==> src/rtl/write_manager.sv <==
// Per-channel event writer into the shared ring-buffer RAM: captures HALF_PACKAGE_LENGTH
// samples per accepted trigger and tracks ring occupancy against the reader's release count.
module write_manager #(
  parameter int DATA_WIDTH = 16
) (
  input  logic                  clk,
  input  logic                  live_rising,
  input  logic                  trigger,
  input  logic [DATA_WIDTH-1:0] adc_data,
  input  logic [7:0]            TRIG_DELAY,
  input  logic [9:0]            HALF_PACKAGE_LENGTH,
  input  logic [14:0]           MEMORY_DEPTH,
  input  logic [15:0]           n_read,
  output logic                  wen,
  output logic [14:0]           waddr,
  output logic [DATA_WIDTH-1:0] wdata,
  output logic                  w_complete,
  output logic                  busy,
  output logic                  overflow,
  output logic [15:0]           n_drop
);

  typedef enum logic [1:0] {
    IDLE  = 2'd0,
    DELAY = 2'd1,
    WRITE = 2'd2,
    DONE  = 2'd3
  } state_t;

  state_t                  state_q, state_d;
  logic [14:0]             init_addr_q, init_addr_d;
  logic [15:0]             used_q, used_d;
  logic [15:0]             n_read_d_q;
  logic [7:0]              dly_cnt_q, dly_cnt_d;
  logic [9:0]              cnt_q, cnt_d;
  logic [14:0]             waddr_q, waddr_d;
  logic [DATA_WIDTH-1:0]   wdata_q;
  logic                    wen_q, wen_d;
  logic                    w_complete_q, w_complete_d;
  logic                    busy_q, busy_d;
  logic                    overflow_q, overflow_d;
  logic [15:0]             n_drop_q, n_drop_d;

  logic [15:0] hpl16;
  logic [15:0] md16;
  logic        trig_fire;
  logic        fits;
  logic        accept;
  logic        drop;
  logic        release_ev;
  logic [15:0] used_inc;
  logic [15:0] init_sum;
  logic [15:0] init_next;

  assign hpl16      = {6'd0, HALF_PACKAGE_LENGTH};
  assign md16       = {1'b0, MEMORY_DEPTH};
  // A zero-length event request is silently ignored, never counted as a drop.
  assign trig_fire  = (state_q == IDLE) && trigger && (HALF_PACKAGE_LENGTH != 10'd0);
  assign fits       = (used_q + hpl16) <= md16;
  assign accept     = trig_fire && fits;
  assign drop       = trig_fire && !fits;
  assign release_ev = (n_read != n_read_d_q);
  assign used_inc   = used_q + (accept ? hpl16 : 16'd0);
  assign init_sum   = {1'b0, init_addr_q} + hpl16;
  assign init_next  = (init_sum >= md16) ? (init_sum - md16) : init_sum;

  always_comb begin
    state_d = state_q;
    case (state_q)
      IDLE: begin
        if (accept) begin
          state_d = (TRIG_DELAY != 8'd0) ? DELAY : WRITE;
        end else begin
          state_d = IDLE;
        end
      end
      DELAY: begin
        if (dly_cnt_q == (TRIG_DELAY - 8'd1)) begin
          state_d = WRITE;
        end else begin
          state_d = DELAY;
        end
      end
      WRITE: begin
        if (cnt_q == (HALF_PACKAGE_LENGTH - 10'd1)) begin
          state_d = DONE;
        end else begin
          state_d = WRITE;
        end
      end
      DONE:    state_d = IDLE;
      default: state_d = IDLE;
    endcase
  end

  always_comb begin
    dly_cnt_d   = dly_cnt_q;
    cnt_d       = cnt_q;
    waddr_d     = waddr_q;
    init_addr_d = init_addr_q;
    case (state_q)
      IDLE: begin
        dly_cnt_d = 8'd0;
        cnt_d     = 10'd0;
        if (accept) begin
          waddr_d = init_addr_q;
        end else begin
          waddr_d = waddr_q;
        end
      end
      DELAY: dly_cnt_d = dly_cnt_q + 8'd1;
      WRITE: begin
        cnt_d   = cnt_q + 10'd1;
        waddr_d = (waddr_q < (MEMORY_DEPTH - 15'd1)) ? (waddr_q + 15'd1) : 15'd0;
      end
      DONE:    init_addr_d = init_next[14:0];
      default: init_addr_d = init_addr_q;
    endcase

    // Reservation happens at accept; a same-cycle release cancels it out.
    if (release_ev) begin
      used_d = (used_inc >= hpl16) ? (used_inc - hpl16) : 16'd0;
    end else begin
      used_d = used_inc;
    end

    if (drop) begin
      overflow_d = 1'b1;
      n_drop_d   = (n_drop_q != 16'hFFFF) ? (n_drop_q + 16'd1) : n_drop_q;
    end else begin
      overflow_d = overflow_q;
      n_drop_d   = n_drop_q;
    end
  end

  always_comb begin
    wen_d        = (state_d == WRITE);
    w_complete_d = (state_d == DONE);
    busy_d       = (state_d != IDLE);
  end

  always_ff @(posedge clk) begin
    if (live_rising) begin
      state_q      <= IDLE;
      init_addr_q  <= 15'd0;
      used_q       <= 16'd0;
      n_read_d_q   <= 16'd0;
      dly_cnt_q    <= 8'd0;
      cnt_q        <= 10'd0;
      waddr_q      <= 15'd0;
      wdata_q      <= '0;
      wen_q        <= 1'b0;
      w_complete_q <= 1'b0;
      busy_q       <= 1'b0;
      overflow_q   <= 1'b0;
      n_drop_q     <= 16'd0;
    end else begin
      state_q      <= state_d;
      init_addr_q  <= init_addr_d;
      used_q       <= used_d;
      n_read_d_q   <= n_read;
      dly_cnt_q    <= dly_cnt_d;
      cnt_q        <= cnt_d;
      waddr_q      <= waddr_d;
      wdata_q      <= adc_data;
      wen_q        <= wen_d;
      w_complete_q <= w_complete_d;
      busy_q       <= busy_d;
      overflow_q   <= overflow_d;
      n_drop_q     <= n_drop_d;
    end
  end

  assign wen        = wen_q;
  assign waddr      = waddr_q;
  assign wdata      = wdata_q;
  assign w_complete = w_complete_q;
  assign busy       = busy_q;
  assign overflow   = overflow_q;
  assign n_drop     = n_drop_q;

endmodule
==> config.mk <==
export PLATFORM = sky130hd
export DESIGN_NAME = write_manager
export DESIGN_NICKNAME = d
export VERILOG_FILES = /design/src/rtl/write_manager.sv
export SDC_FILE = /design/constraint.sdc
export NUM_CORES = 1
export LEC_CHECK = 0
export BUFFER_PORTS_ARGS = -buffer_cell sky130_fd_sc_hd__buf_2
export CORE_ASPECT_RATIO = 0.75
export CORE_UTILIZATION = 60
export CTS_BUF_LIST = sky130_fd_sc_hd__clkbuf_8
export DETAILED_ROUTE_END_ITERATION = 8
export PLACE_DENSITY_LB_ADDON = 0.3
export SYNTH_ARGS = -nofsm -noshare
export SYNTH_HDL_FRONTEND = slang
export SYNTH_SLANG_ARGS = --single-unit
==> constraint.sdc <==
create_clock -name clk -period 12.8 [get_ports clk]
set_input_delay 1.92 -clock clk [delete_from_list [all_inputs] [get_ports clk]]
set_output_delay 1.92 -clock clk [all_outputs]
set_load 0.03 [all_outputs]
; ---- Yosys cells after proc, flatten, opt, wreduce, memory -nomap -nowiden
; Cells that the tools add are included.
[op_classes]
add_sub_neg = 12
n_mul = 0
div = 0
n_lt_le_gt_ge = 4
eq_ne = 10
n_shift = 0
muxes = 14
bitwise_logic = 0
reduce_logical = 13
[op_table]
columns = operator, n
row1 = two-way mux 15 bit, 3
row2 = adder 16 x 10 -> 16 bit, 2
row3 = two-way mux 16 bit, 2
row4 = one-hot mux 15 bit (2 select lines), 1
row5 = one-hot mux 10 bit (2 select lines), 1
row6 = adder 15 x 10 -> 16 bit, 1
row7 = adder 16 x 1 -> 16 bit (second input constant), 1
row8 = greater-or-equal comparator 16 x 10 -> 1 bit, 1
row9 = greater-or-equal comparator 16 x 15 -> 1 bit, 1
row10 = <= comparator 16 x 15 -> 1 bit, 1
row11 = inequality test 16 bit, 1
row12 = inequality test 16 bit (second input constant), 1
row13 = one-hot mux 8 bit (2 select lines), 1
row14 = subtractor 16 x 10 -> 16 bit, 1
row15 = adder 15 x 1 -> 15 bit (second input constant), 1
row16 = less-than comparator 15 bit, 1
row17 = subtractor 15 x 1 -> 15 bit (second input constant), 1
row18 = subtractor 15 bit, 1
row19 = adder 10 x 1 -> 10 bit (second input constant), 1
row20 = == test 10 bit, 1
row21 = two-way mux 10 bit, 1
row22 = nonzero test 10 bit, 1
row23 = subtractor 10 x 1 -> 10 bit (second input constant), 1
row24 = adder 8 x 1 -> 8 bit (second input constant), 1
row25 = 14 further kinds, 25
[totals]
register_bits = 118
latch_bits = 0
ramBits = 0
mem_bits_ro = 0
inputBits = 68
output_inout_bits = 51
elab_cells = 66
memories = 0

; ---- Depth between registers and ports, before layout
[logic_depth]
word_depth = 9
depth_mapped = 36
depth_no_buf = 33

; ---- Least setup slack after synthesis
; Ideal clock, no wire load.
[synth_path]
path_type = in2reg
from = in HALF_PACKAGE_LENGTH[0]
to = reg used_q[3]
setup_time_ns = 0.116
arrival_ns = 8.302
required_time_ns = 12.684
path_slack_ns = 4.382
stages = 34
path_buffers = 3
cell_sequence = ha_1 -> inv_1 -> fa_1 -> nor2b_1 -> o21ai_0 -> a21boi_0 -> o21ai_0 -> a21oi_1 -> o2111a_1 -> o211ai_1 -> xnor2_1 -> ha_1 -> and3_1 -> nand2_1 -> o32ai_1 -> clkbuf_1 -> nand3_1 -> clkbuf_1 -> nor2_1 -> ha_1 -> a211oi_1 -> o21bai_1 -> a21boi_2 -> nor2_1 -> xnor2_1 -> ha_1 -> a21oi_1 -> o21ai_0 -> o31ai_1 -> nand2b_1 -> a21oi_1 -> a41o_1 -> buf_4 -> nor2_1
[synth_via]
elab_chain_cells = 8
word_cells_on_any_way = 11
cone_classes = 3 x add/sub / 2 x order compare / 3 x mux / 3 x reduce/logical
[synth_rtl]
columns = element, line_no
row1 = start: declaration, 11  ; input logic [9:0] HALF_PACKAGE_LENGTH,
row2 = adder 16 x 10 -> 16 bit / nonzero test 10 bit (equally long branches), "59, 58"
row3 = <= comparator 16 x 15 -> 1 bit / logical AND 1 bit (equally long branches), "59, 58"
row4 = logical AND 1 bit, 60  ; assign accept = trig_fire && fits;
row5 = two-way mux 10 bit, 63  ; assign used_inc = used_q + (accept ? hpl16 : 16'd0);
row6 = adder 16 x 10 -> 16 bit, 63
row7 = subtractor 16 x 10 -> 16 bit / greater-or-equal comparator 16 x 10 -> 1 bit (equally long branches), 122  ; used_d = (used_inc >= hpl16) ? (used_inc - hpl16) : 16'd0;
row8 = two-way mux 16 bit, 122
row9 = two-way mux 16 bit *, 121  ; if (release_ev) begin
row10 = end signal: assignment, 160  ; used_q <= used_d;
row11 = end: declaration, 32  ; logic [15:0] used_q, used_d;
; Mark *: on every way between the ends. The rest lies on a longest branch, timed or not.
; A chain may end at the register's enable or synchronous reset.

; ---- Worst setup path in the final report
[layout_path]
from = in HALF_PACKAGE_LENGTH[0]
to = reg used_q[10]
; The elaborated chain is that of the path after synthesis.

==> results.md <==
* Total wire length at 23200 um
* Mapped Cells at 1136
* Clk_lat worst skew at 0.46 ns
* Area leader, netlist: dfxtp_1
* WP buf/inv at 3
* Row count at 39
* Crit Path Class: input pin to flip-flop
* Status: completed
* Vias in the first global route at 7615
* Post-route clock period utilization at 69.2%
* Delay-heaviest family, CP: compound AO/OA/AOI/OAI gates
* Initial core utilization at 61.3%
* CTS buffer count at 17
* Buffers on Ports at 118
* Pre-antenna DRT Iters at 5
* Post-synth EDFFs at 0
* Die area at 0.0160 mm2
* Vias per cell at 5.83
* Cell mode on critical path: ha_1
* Synth cell types at 79
* Post-DRT Antenna Nets at 0
* Gr usage total at 29.1%
* Met3 Track Usage GR at 5.06%
* Post-DP HPWL at 18200 um
* Final setup TNS at 0 ns
* Worst path slowest cell: a41o_1
* Worst Hold Class: flip-flop to flip-flop
* Placed Cells incl. Taps at 1433
* Register area share after synthesis at 25.4%
* Yosys warning count at 0
* Fin. max-slew vios at 0
* Share of cells above drive strength 1 at 15.0%
* Die Wd at 146 um
* Crit end category: flip-flop
* Ys async rst share at 0%
* Clock sinks at 118
* # diodes at 0
* CTS root buf: clkbuf_8
* Slew @ Worst Pin at 1.04 ns
* CTS tree: done
* Starting DRT DRC Count at 566
* WP data arrival at 9.19 ns
* Vias at 8541
* M2 GR Usage at 46.0%
* Startpoint Class: input pin
* Final Non-Filler Cells at 1465
* Clock skew at 0.0162 ns
* Ys flop type: dfxtp_1
* Syn_nets at 1300
* Req. time, crit path at 13.12 ns
* # fillers at 1312
* Max_cap viols at 0
* Endpoints failing hold at 0
* Hold-fix buffers, CTS at 0
* Nets@finish at 1411
* CTS Buffer Depth at 2
* Top Usage Layer GRT: met2
* Syn_area_per_cell at 8.19 um2
* CP peak stage delay at 0.44 ns
* Yosys reg bits at 118
* Power Density at 165 mW/mm2
* DRC viols at 0
* Synth area leaders: dfxtp_1 25%, ha_1 12%, xnor2_1 8.3%
* H-tree Lvls at 4
* Crit Path Max Fanout at 16
* Post-Syn Area at 0.00931 mm2
* Peak VDD IR at 0.171 mV
* Die height at 110 um
* Area delta synth->final at 12.6%
* IO Count at 119
* CTS resizes at 0
* Initial antenna violation count at 0
* Yosys top cell area share at 25.4%
* Post-CTS setup buffer count at 0
* Relative slew margins at 30.1%
* Core Area at 0.0152 mm2
* Leakage at 0.00461 uW
* Post-DR wirelength/cell at 15.9 um
* Grt total ovfl at 0
* Met1 Use GR at 40.5%
* First-pass GRT wire length at 37200 um
* Pin count of the biggest net entering global routing at 89
* F_max at 113 MHz
* RSZ-0062 raised after global routing: no
* Final GP Congestion at 0.958
* Clock transition at the registers of the reported paths at 0.08 ns
* Final setup vio count at 0
* Final min period at 8.86 ns
layout make-up:
cell class	instances	area (um2)	share of cell area [%]
Tap cell	205	256	2.45
Clock inverter	12	141	1.35
Sequential cell	118	2360	22.5
Inverter	70	263	2.51
Clock buffer	20	275	2.63
Timing Repair Buffer	123	628	5.99
Multi-Input combinational cell	917	6560	62.5
state kept, by name, indices dropped and copies added (netlist names):
name / cells
busy: 1
cnt_q: 10
dly_cnt_q: 8
init_addr_q: 15
n_drop: 16
n_read_d_q: 16
overflow: 1
state_q: 2
used_q: 16
w_complete: 1
waddr: 15
wdata: 16
wen: 1
synthesized netlist by cell type, drive strengths merged, types with 4 or more instances:
master and number:
mux2i 25, nor2 115, o2111ai 5, o21ai 51, fa 5, inv 70
o21bai 4, nor3b 5, and2 7, a41oi 9, nand2b 12, nand3b 5
mux2 8, o211ai 4, a2111oi 7, xor2 46, o31ai 11, clkbuf 18
xnor2 89, nand3 42, nor2b 56, nor4 15, o22ai 8, o21a 11
or2 7, nor3 19, and3 23, a21oi 69, nand4 14, dfxtp 118
a31oi 9, ha 91, a211oi 24, or3 5, buf 13, nand2 61
a21o 18
cells by family after synthesis:
logic type | share of synthesized area, %
xor+xnor | 12.8
mux | 3.74
compound gates | 18.9
fa+ha+maj | 13.3
simple gates | 21.6
buf+inv | 4.30
flops | 25.4
per-stage QoR:
stage / util, % / instance area (um2) / hold slack (ns) / worst slack (ns) / power, uW
2_1_floorplan: - / 9310 / 0.451 / 4.38 / 1160
3_3_place_gp: 66.3 / 10100 / 0.447 / 4.01 / 1340
3_5_place_dp: 66.3 / 10100 / 0.488 / 3.71 / 1370
4_1_cts: 69.1 / 10500 / 0.501 / 4.10 / 1720
5_1_grt: 69.1 / 10500 / 0.538 / 3.40 / 1860
6_report: 69.1 / 10500 / 0.502 / 3.94 / 1730
path summary, 6_finish.rpt:
path                                        startpoint         end  slack, ns  cells past startpoint
worst min-delay path                          overflow    overflow       0.50                      2
worst min register to register                overflow    overflow       0.50                      2
worst max-delay path            HALF_PACKAGE_LENGTH[0]  used_q[10]       3.94                     33
worst max register to register               used_q[0]  used_q[10]       5.22                     32
worst register-to-register path: cells and delay by family, from the launching register on:
| family | cells | cell delay (ns) |
|---|---|---|
| DFF | 1 | 0.37 |
| adders and majority gates | 5 | 1.54 |
| and+or+nand+nor | 7 | 1.33 |
| buffers and inverters | 2 | 0.35 |
| AOI/OAI and AO/OA | 16 | 3.45 |
| xor gates and xnor gates | 2 | 0.44 |
placed cells by master (no fill, tap or decap), types with 20 or more instances in the layout:
master,Yosys,final
dfxtp_1,118,118
buf_2,7,118
nor2_1,115,115
ha_1,91,91
xnor2_1,88,88
inv_1,70,70
a21oi_1,69,69
nand2_1,60,60
nor2b_1,56,56
o21ai_0,48,48
xor2_1,46,46
nand3_1,40,40
mux2i_1,25,25
and3_1,23,23
a211oi_1,20,20
clkbuf_8,0,20
where the power goes:
group,switching [uW],leakage [uW],total [uW],internal (uW)
combinational,532,0.00344,906,374
sequential,56.3,0.000965,468,412
clock,164,0.000207,356,192
routing by layer:
metal / part of all wire (%) / vias up / routed length (um)
li1: - / 4275 / -
met1: 48 / 3928 / 11300
met2: 43 / 309 / 10000
met3: 7.0 / 29 / 1620
met4: 1.5 / 0 / 344
met5: 0 / - / 0
No activity file was read; power rests on OpenSTA's default activity.
